### src/rtl/id_scoreboard.sv
// Decode-stage hazard scoreboard: per-GPR countdown of outstanding load results
// plus the busy window of the multi-cycle mult/div unit, driving the ID stall.
module id_scoreboard #(
  parameter int NREG     = 32,
  parameter int AW       = 5,
  parameter int LOAD_LAT = 1,
  parameter int MUL_LAT  = 2,
  parameter int DIV_LAT  = 32
) (
  input  logic            clk,
  input  logic            rst,
  input  logic            issue_valid_i,
  input  logic            src1_read_i,
  input  logic [AW-1:0]   src1_addr_i,
  input  logic            src2_read_i,
  input  logic [AW-1:0]   src2_addr_i,
  input  logic            dst_wreg_i,
  input  logic [AW-1:0]   dst_addr_i,
  input  logic            is_load_i,
  input  logic            reads_hilo_i,
  input  logic            writes_hilo_i,
  input  logic            md_start_i,
  input  logic            md_is_div_i,
  input  logic            flush_i,
  output logic            stall_o,
  output logic [1:0]      stall_cause_o,
  output logic            md_busy_o,
  output logic [NREG-1:0] pend_o
);

  localparam int MD_MAX = (MUL_LAT > DIV_LAT) ? MUL_LAT : DIV_LAT;
  localparam int CW     = (LOAD_LAT < 1) ? 1 : $clog2(LOAD_LAT + 1);
  localparam int MW     = (MD_MAX < 1) ? 1 : $clog2(MD_MAX + 1);

  // Register 0 is hard-wired zero, so it has no counter at all.
  logic [CW-1:0]   cnt [1:NREG-1];
  logic [MW-1:0]   md_cnt;
  logic [NREG-1:0] pend;
  logic            src1_hit;
  logic            src2_hit;
  logic            raw;
  logic            md;
  logic            accept;

  function automatic logic addr_ok(input logic [AW-1:0] a);
    return (a != '0) && (int'(a) < NREG);
  endfunction

  always_comb begin
    pend = '0;
    for (int i = 1; i < NREG; i++) begin
      pend[i] = (cnt[i] != '0);
    end
  end

  // Stall decision uses only registered state, never the write-back buses.
  always_comb begin
    src1_hit      = src1_read_i && addr_ok(src1_addr_i) && pend[src1_addr_i];
    src2_hit      = src2_read_i && addr_ok(src2_addr_i) && pend[src2_addr_i];
    raw           = issue_valid_i && (src1_hit || src2_hit);
    md            = issue_valid_i && (md_cnt != '0) &&
                    (reads_hilo_i || writes_hilo_i || md_start_i);
    stall_o       = raw || md;
    stall_cause_o = raw ? 2'b01 : (md ? 2'b10 : 2'b00);
    accept        = issue_valid_i && !stall_o && !flush_i;
  end

  assign pend_o    = pend;
  assign md_busy_o = (md_cnt != '0);

  // A newly accepted writer of GPR i overrides the countdown: a load restarts
  // it, an ALU writer clears it because its own result gets forwarded.
  always_ff @(posedge clk) begin
    if (rst) begin
      for (int i = 1; i < NREG; i++) begin
        cnt[i] <= '0;
      end
      md_cnt <= '0;
    end else begin
      for (int i = 1; i < NREG; i++) begin
        if (accept && dst_wreg_i && (int'(dst_addr_i) == i)) begin
          cnt[i] <= is_load_i ? CW'(LOAD_LAT) : '0;
        end else if (cnt[i] != '0) begin
          cnt[i] <= cnt[i] - CW'(1);
        end
      end
      if (accept && md_start_i) begin
        md_cnt <= md_is_div_i ? MW'(DIV_LAT) : MW'(MUL_LAT);
      end else if (md_cnt != '0) begin
        md_cnt <= md_cnt - MW'(1);
      end
    end
  end

endmodule
### config.mk
export PLATFORM = sky130hd
export DESIGN_NAME = id_scoreboard
export DESIGN_NICKNAME = d
export VERILOG_FILES = /design/src/rtl/id_scoreboard.sv
export SDC_FILE = /design/constraint.sdc
export NUM_CORES = 1
export LEC_CHECK = 0
export CAP_MARGIN = 20
export CORE_ASPECT_RATIO = 0.9
export CORE_MARGIN = 2
export CORE_UTILIZATION = 35
export DETAILED_ROUTE_END_ITERATION = 8
export HOLD_SLACK_MARGIN = 0.08
export MAX_ROUTING_LAYER = met4
export SLEW_MARGIN = 15
export SYNTH_ARGS = -nofsm -noshare
export SYNTH_HDL_FRONTEND = slang
export SYNTH_SLANG_ARGS = --single-unit
### constraint.sdc
create_clock -name clk -period 2.81 [get_ports clk]
set_clock_uncertainty 0.05 [all_clocks]
set_input_delay 0.281 -clock clk [delete_from_list [all_inputs] [get_ports clk]]
set_output_delay 0.281 -clock clk [all_outputs]
set_load 0.005 [all_outputs]
After elaboration in Yosys (flattened, before gate mapping)
Memory sizes are Yosys's and may differ from the RTL's.
Index checks and enable logic that the tools add are counted.
{"block": "totals", "register_bits": 6, "ram_bits": 31, "in_bits": 27, "output_inout_bits": 36, "word_cells": 472, "mem_count": 1}
{"memory": "cnt", "words": 31, "width": 1, "rd": 31, "rd_ports_with_merged_regs": 0, "write_ports": 31, "line": "36", "source": "logic [CW-1:0] cnt [1:NREG-1];"}
{"block": "classes", "addsub": 32, "n_lt_le_gt_ge": 2, "eq_ne": 31, "mux": 291, "n_bitwise": 62, "reduce_logical": 52}
{"cell": "$mux 1", "n": 284}
{"cell": "$eq 5x5->1 const B", "n": 16}
{"cell": "$or 1x1->1", "n": 62}
{"cell": "$logic_and 1x1->1", "n": 42}
{"cell": "$eq 5x4->1 const B", "n": 8}
{"cell": "$sub 1x1->1 const B", "n": 31}
{"cell": "$eq 5x3->1 const B", "n": 4}
{"cell": "$mux 6", "n": 3}
{"cell": "$lt 5x6->1 const B", "n": 2}
{"cell": "$bmux 1 s5", "n": 2}
{"cell": "$eq 5x2->1 const B", "n": 2}
{"cell": "$reduce_bool 5->1", "n": 2}
{"cell": "$reduce_bool 6->1", "n": 1}
{"cell": "$sub 6x1->6 const B", "n": 1}
{"cell": "$eq 5x1->1 const B", "n": 1}
{"cell": "$logic_or 1x1->1", "n": 4}
{"cell": "$mux 2", "n": 2}
{"cell": "$logic_not 1->1", "n": 2}
{"cell": "$reduce_bool 2->1", "n": 1}

Longest topological paths before layout
An unclocked memory read counts as a cell.
{"block": "logic_depth", "ltp_word": 17, "mapped_depth": 8, "mapped_depth_nobuf": 8}

Worst setup path after synthesis
OpenSTA, ideal clock, no wires.
{"block": "synth_path", "path_kind": "input-to-reg", "from": "input src2_addr_i[0]", "to": "register, netlist name cnt[0][20]", "setup_ns": 0.310, "t_arrival_ns": 2.008, "t_required_ns": 2.450, "setup_slack_ns": 0.442, "cell_stages": 8, "n_path_buf": 2, "cell_sequence": "buf_2 mux4_2 mux2i_1 a21oi_1 o211ai_2 nand3_4 clkbuf_2 o21ai_0"}
{"element": "from (decl)", "line": "16", "source": "input logic [AW-1:0] src2_addr_i,"}

==> impl_summary.md <==
STA
Setup repair after global routing left no endpoint under its margin. Measured against its own limit, the worst slew margin works out to 51.4%. The count of endpoints failing setup in the final report is 0. The pin slew with the least headroom to its limit is 727 ps. The portion of the clock cycle consumed by the worst path in the final layout is 96.7%. The final critical-path setup slack is 91.5 ps. The total count of max-transition violations in the final report is 0. The number of hold-slack violations in the final timing report is 0. Based on the critical path, the design can be clocked at up to 368 MHz. The routed design could run at a clock period as short as 2720 ps.

Global routing
Global routing consumed, on the met3 layer, 2.68% of the routing resources. The via count of the first global-routing pass is 2,263. The initial antenna violation count is 0. Summed over all layers, the global routing overflow is 0. The met2 track utilization from global routing is 27.5%.

Entering global routing, the biggest net connects 59 pins. The wire length of the first global-routing pass is 12.2 mm. Global routing used 20.2% of the available tracks. The layer with the highest usage after global routing is met1. In the global route stage, met1 resource usage came out at 31.1%.

Placement
The placed standard-cell area is 3480 um^2. Detailed placement finished with a half-perimeter wire length of 5.85 mm. The number of cells after detailed placement is 453. Timing analysis after detailed placement gives a worst setup slack of -230 ps. The number of input and output port buffers inserted is 61. Routability-driven placement finished with a final weighted congestion of 0.855.

Setup path
The startpoint of the worst register-to-register path is cnt[0][20]. The maximum fanout encountered on the critical timing path is 3. On the worst path, the slowest cell contributes a delay of 460 ps.

The critical path starts at cnt[0][20]. The worst setup path is captured at an output port. The required time reported for the critical path endpoint is 2480 ps. The largest individual stage delay along the critical path comes from the cell edfxtp_1. The arrival time at the worst endpoint is 2390 ps. The launching element type of the critical path is a register.

The most numerous cell type found on the critical path is buf_4. The type of the worst setup path is reg -> out. The critical path goes through buf_4 -> mux4_2 -> mux2i_1 -> a21oi_1 -> o211ai_2 -> nand2_2 -> buf_4 -> nor2_1 -> dlygate4sd2_1.

Power and ir drop
The post-layout total power is 0.00161 W. The power density over the cells is 444 nW/um^2. For this design the static power due to leakage is 1.30 nW. The worst-case IR drop observed on VDD is 0.199 mV.

Finish
Relative to the synthesized area, the layout overhead comes to 34.2%. The final layout net count is 402. The most common library cell in the layout ignoring fill and taps is clkdlybuf4s50_1. The end-of-flow core utilization is 48.3%. In the layout the commonest cells are clkdlybuf4s50_1 (55), nand2_1 (50), nor2_1 (44).

Excluding fillers, the count of instances in the completed layout stands at 470. The design area is 3620 um^2. The number of antenna diodes in the final layout is 0.

The share of post-route cells with drive strength above 1 is 16.8%.

Detailed routing
The detail route stage leaves a number of antenna-violating nets equal to 0. The total DRC errors in the routed layout is 0. The final wirelength is 7.85 mm. In the final routed layout, each cell accounts on average for 16.7 um. The first-iteration detailed-routing DRC count is 210. The detailed-route vias per instance is 5.29.

Summing over every cut layer, the via total after detailed routing is 2,485. The first TritonRoute pass finished after 5 iterations.

Die
The horizontal extent of the die is 96.6 um. For this configuration, the core starts out at a cell density of 36.0%. Pin placement for this block handled 63 I/O pins. The y dimension of the die is 87.3 um. The floorplan step defined a die boundary enclosing 8430 um^2. The area inside the core boundary is 7510 um^2.

In this run the core area contains 30 standard-cell rows.

Yosys
After synthesis, flip-flops and latches occupy 38.9% of the total area. The number of cells produced by synthesis is 299. A synthesized cell averages 9.03 um^2. The predominant post-synthesis flop cell is edfxtp_1. The distinct cell type count after synthesis is 50. The number of nets in the synthesized netlist is 327. The number of flops mapped to enable cells by yosys is 31. The cell area that synthesis handed to floorplanning was 2700 um^2. After synthesis the netlist holds a flip-flop and latch count of 37.

The fraction of registers with async set or reset after synthesis is 0%. The number of warnings printed during yosys synthesis is 0.

Clock network
The cts-stage hold buffer count is 0. The clock latency of the later-clocked register in the worst-skew pair is 300 ps. The clock tree from TritonCTS is yes. The H-tree level count is 2.

The maximum number of buffers from clock root to sink is 2. The number of clock buffers added by TritonCTS is 5. The root cell of the clock tree is clkbuf_8.

The clock sink total is 37. The CTS clock-pin slew for the worst setup and hold paths is 70 ps.

Hold path
The startpoint of the tightest hold check path is md_cnt[3]. The path type of the worst min-delay path is reg -> reg.

Status
The run finished with clean final reports.

Run
The number of max-cap violations is 0.
[synth_stat cells (2+ instances only)]
cell type / instances / share of area, %
o21ai_0: 28 / 5.2
buf_4: 2 / 0.56
edfxtp_1: 31 / 34
buf_2: 3 / 0.56
or3b_2: 2 / 0.65
mux4_2: 7 / 5.8
nor3_1: 33 / 6.1
buf_1: 8 / 1.1
clkbuf_1: 6 / 0.83
dfxtp_1: 6 / 4.4
inv_1: 2 / 0.28
buf_6: 5 / 2.1
or3_1: 3 / 0.70
and2_1: 2 / 0.46
nand2_1: 51 / 7.1
nor3b_2: 2 / 0.93
mux2i_1: 8 / 3.0
mux2_2: 6 / 2.5
nand3_1: 2 / 0.37
clkbuf_2: 2 / 0.37
mux4_1: 5 / 4.9
o21ai_1: 3 / 0.56
nor2_1: 44 / 6.1
nor2b_1: 4 / 0.93
and3_1: 2 / 0.46
nand2b_1: 6 / 1.4
a21oi_1: 3 / 0.56
[registers in the layout, indices dropped and copies added, names as in the netlist]
| signal | count |
|---|---|
| cnt | 31 |
| md_cnt | 6 |
[routing by layer]
| metal | vias up | routed length [um] |
|---|---|---|
| met5 | - | 0 |
| met4 | 0 | 96 |
| met3 | 8 | 591 |
| met2 | 88 | 3490 |
| met1 | 1171 | 3680 |
| li1 | 1218 | - |
[per-stage QoR]
| stage | hold WS, ps | TNS (ps) |
|---|---|---|
| 2_1_floorplan | 405 | 0 |
| 3_3_place_gp | 417 | -4290 |
| 3_5_place_dp | 421 | -6890 |
| 4_1_cts | 432 | 0 |
| 5_1_grt | 485 | 0 |
| 6_report | 431 | 0 |
[repair_timing]
action | in CTS | in global routing
endpoints found under the setup margin | 3 | 1
resized for setup | 10 | 1
setup buffers | 6 | 4
pin swaps | 4 | 4
endpoints found under the hold margin | 0 | 0
cloned | 0 | 0
[cell type report]
type	count	area, um^2
tap	96	120
clock inverter	1	3.75
sequential	37	1050
inverter	2	7.51
clock buffer	6	72.6
multi-input combinational	234	1490
timing repair buffer	94	876
fill	751	3880
[worst max-delay path, delay by kind of cell, from the launching register on]
family          cells  cell delay (ps)
mux                 2              620
flops               1              460
simple gates        2              160
buf+inv             3              550
compound gates      2              310
[power breakdown]
group | switching, W | internal, W
Clock | 0.000187 | 0.000167
Sequential | 0.0000464 | 0.000645
Combinational | 0.000265 | 0.000299
[path summary, 6_finish.rpt]
check | slack [ps] | cells past startpoint | end
worst max register to register | 220 | 9 | cnt[0][2]
worst min register to register | 430 | 2 | md_cnt[3]
worst max-delay path | 90 | 9 | stall_cause_o[1]
worst min-delay path | 430 | 2 | md_cnt[3]
[kinds of logic after synthesis]
| family | after synthesis | share of synthesized area, % |
|---|---|---|
| simple gates | 159 | 27.9 |
| compound gates | 45 | 9.92 |
| flops | 37 | 38.9 |
| buf+inv | 28 | 5.79 |
| mux | 26 | 16.2 |
| xor+xnor | 2 | 0.649 |
| fa+ha+maj | 1 | 0.463 |
| other cells | 1 | 0.139 |
(Power assumes the default switching activity.)
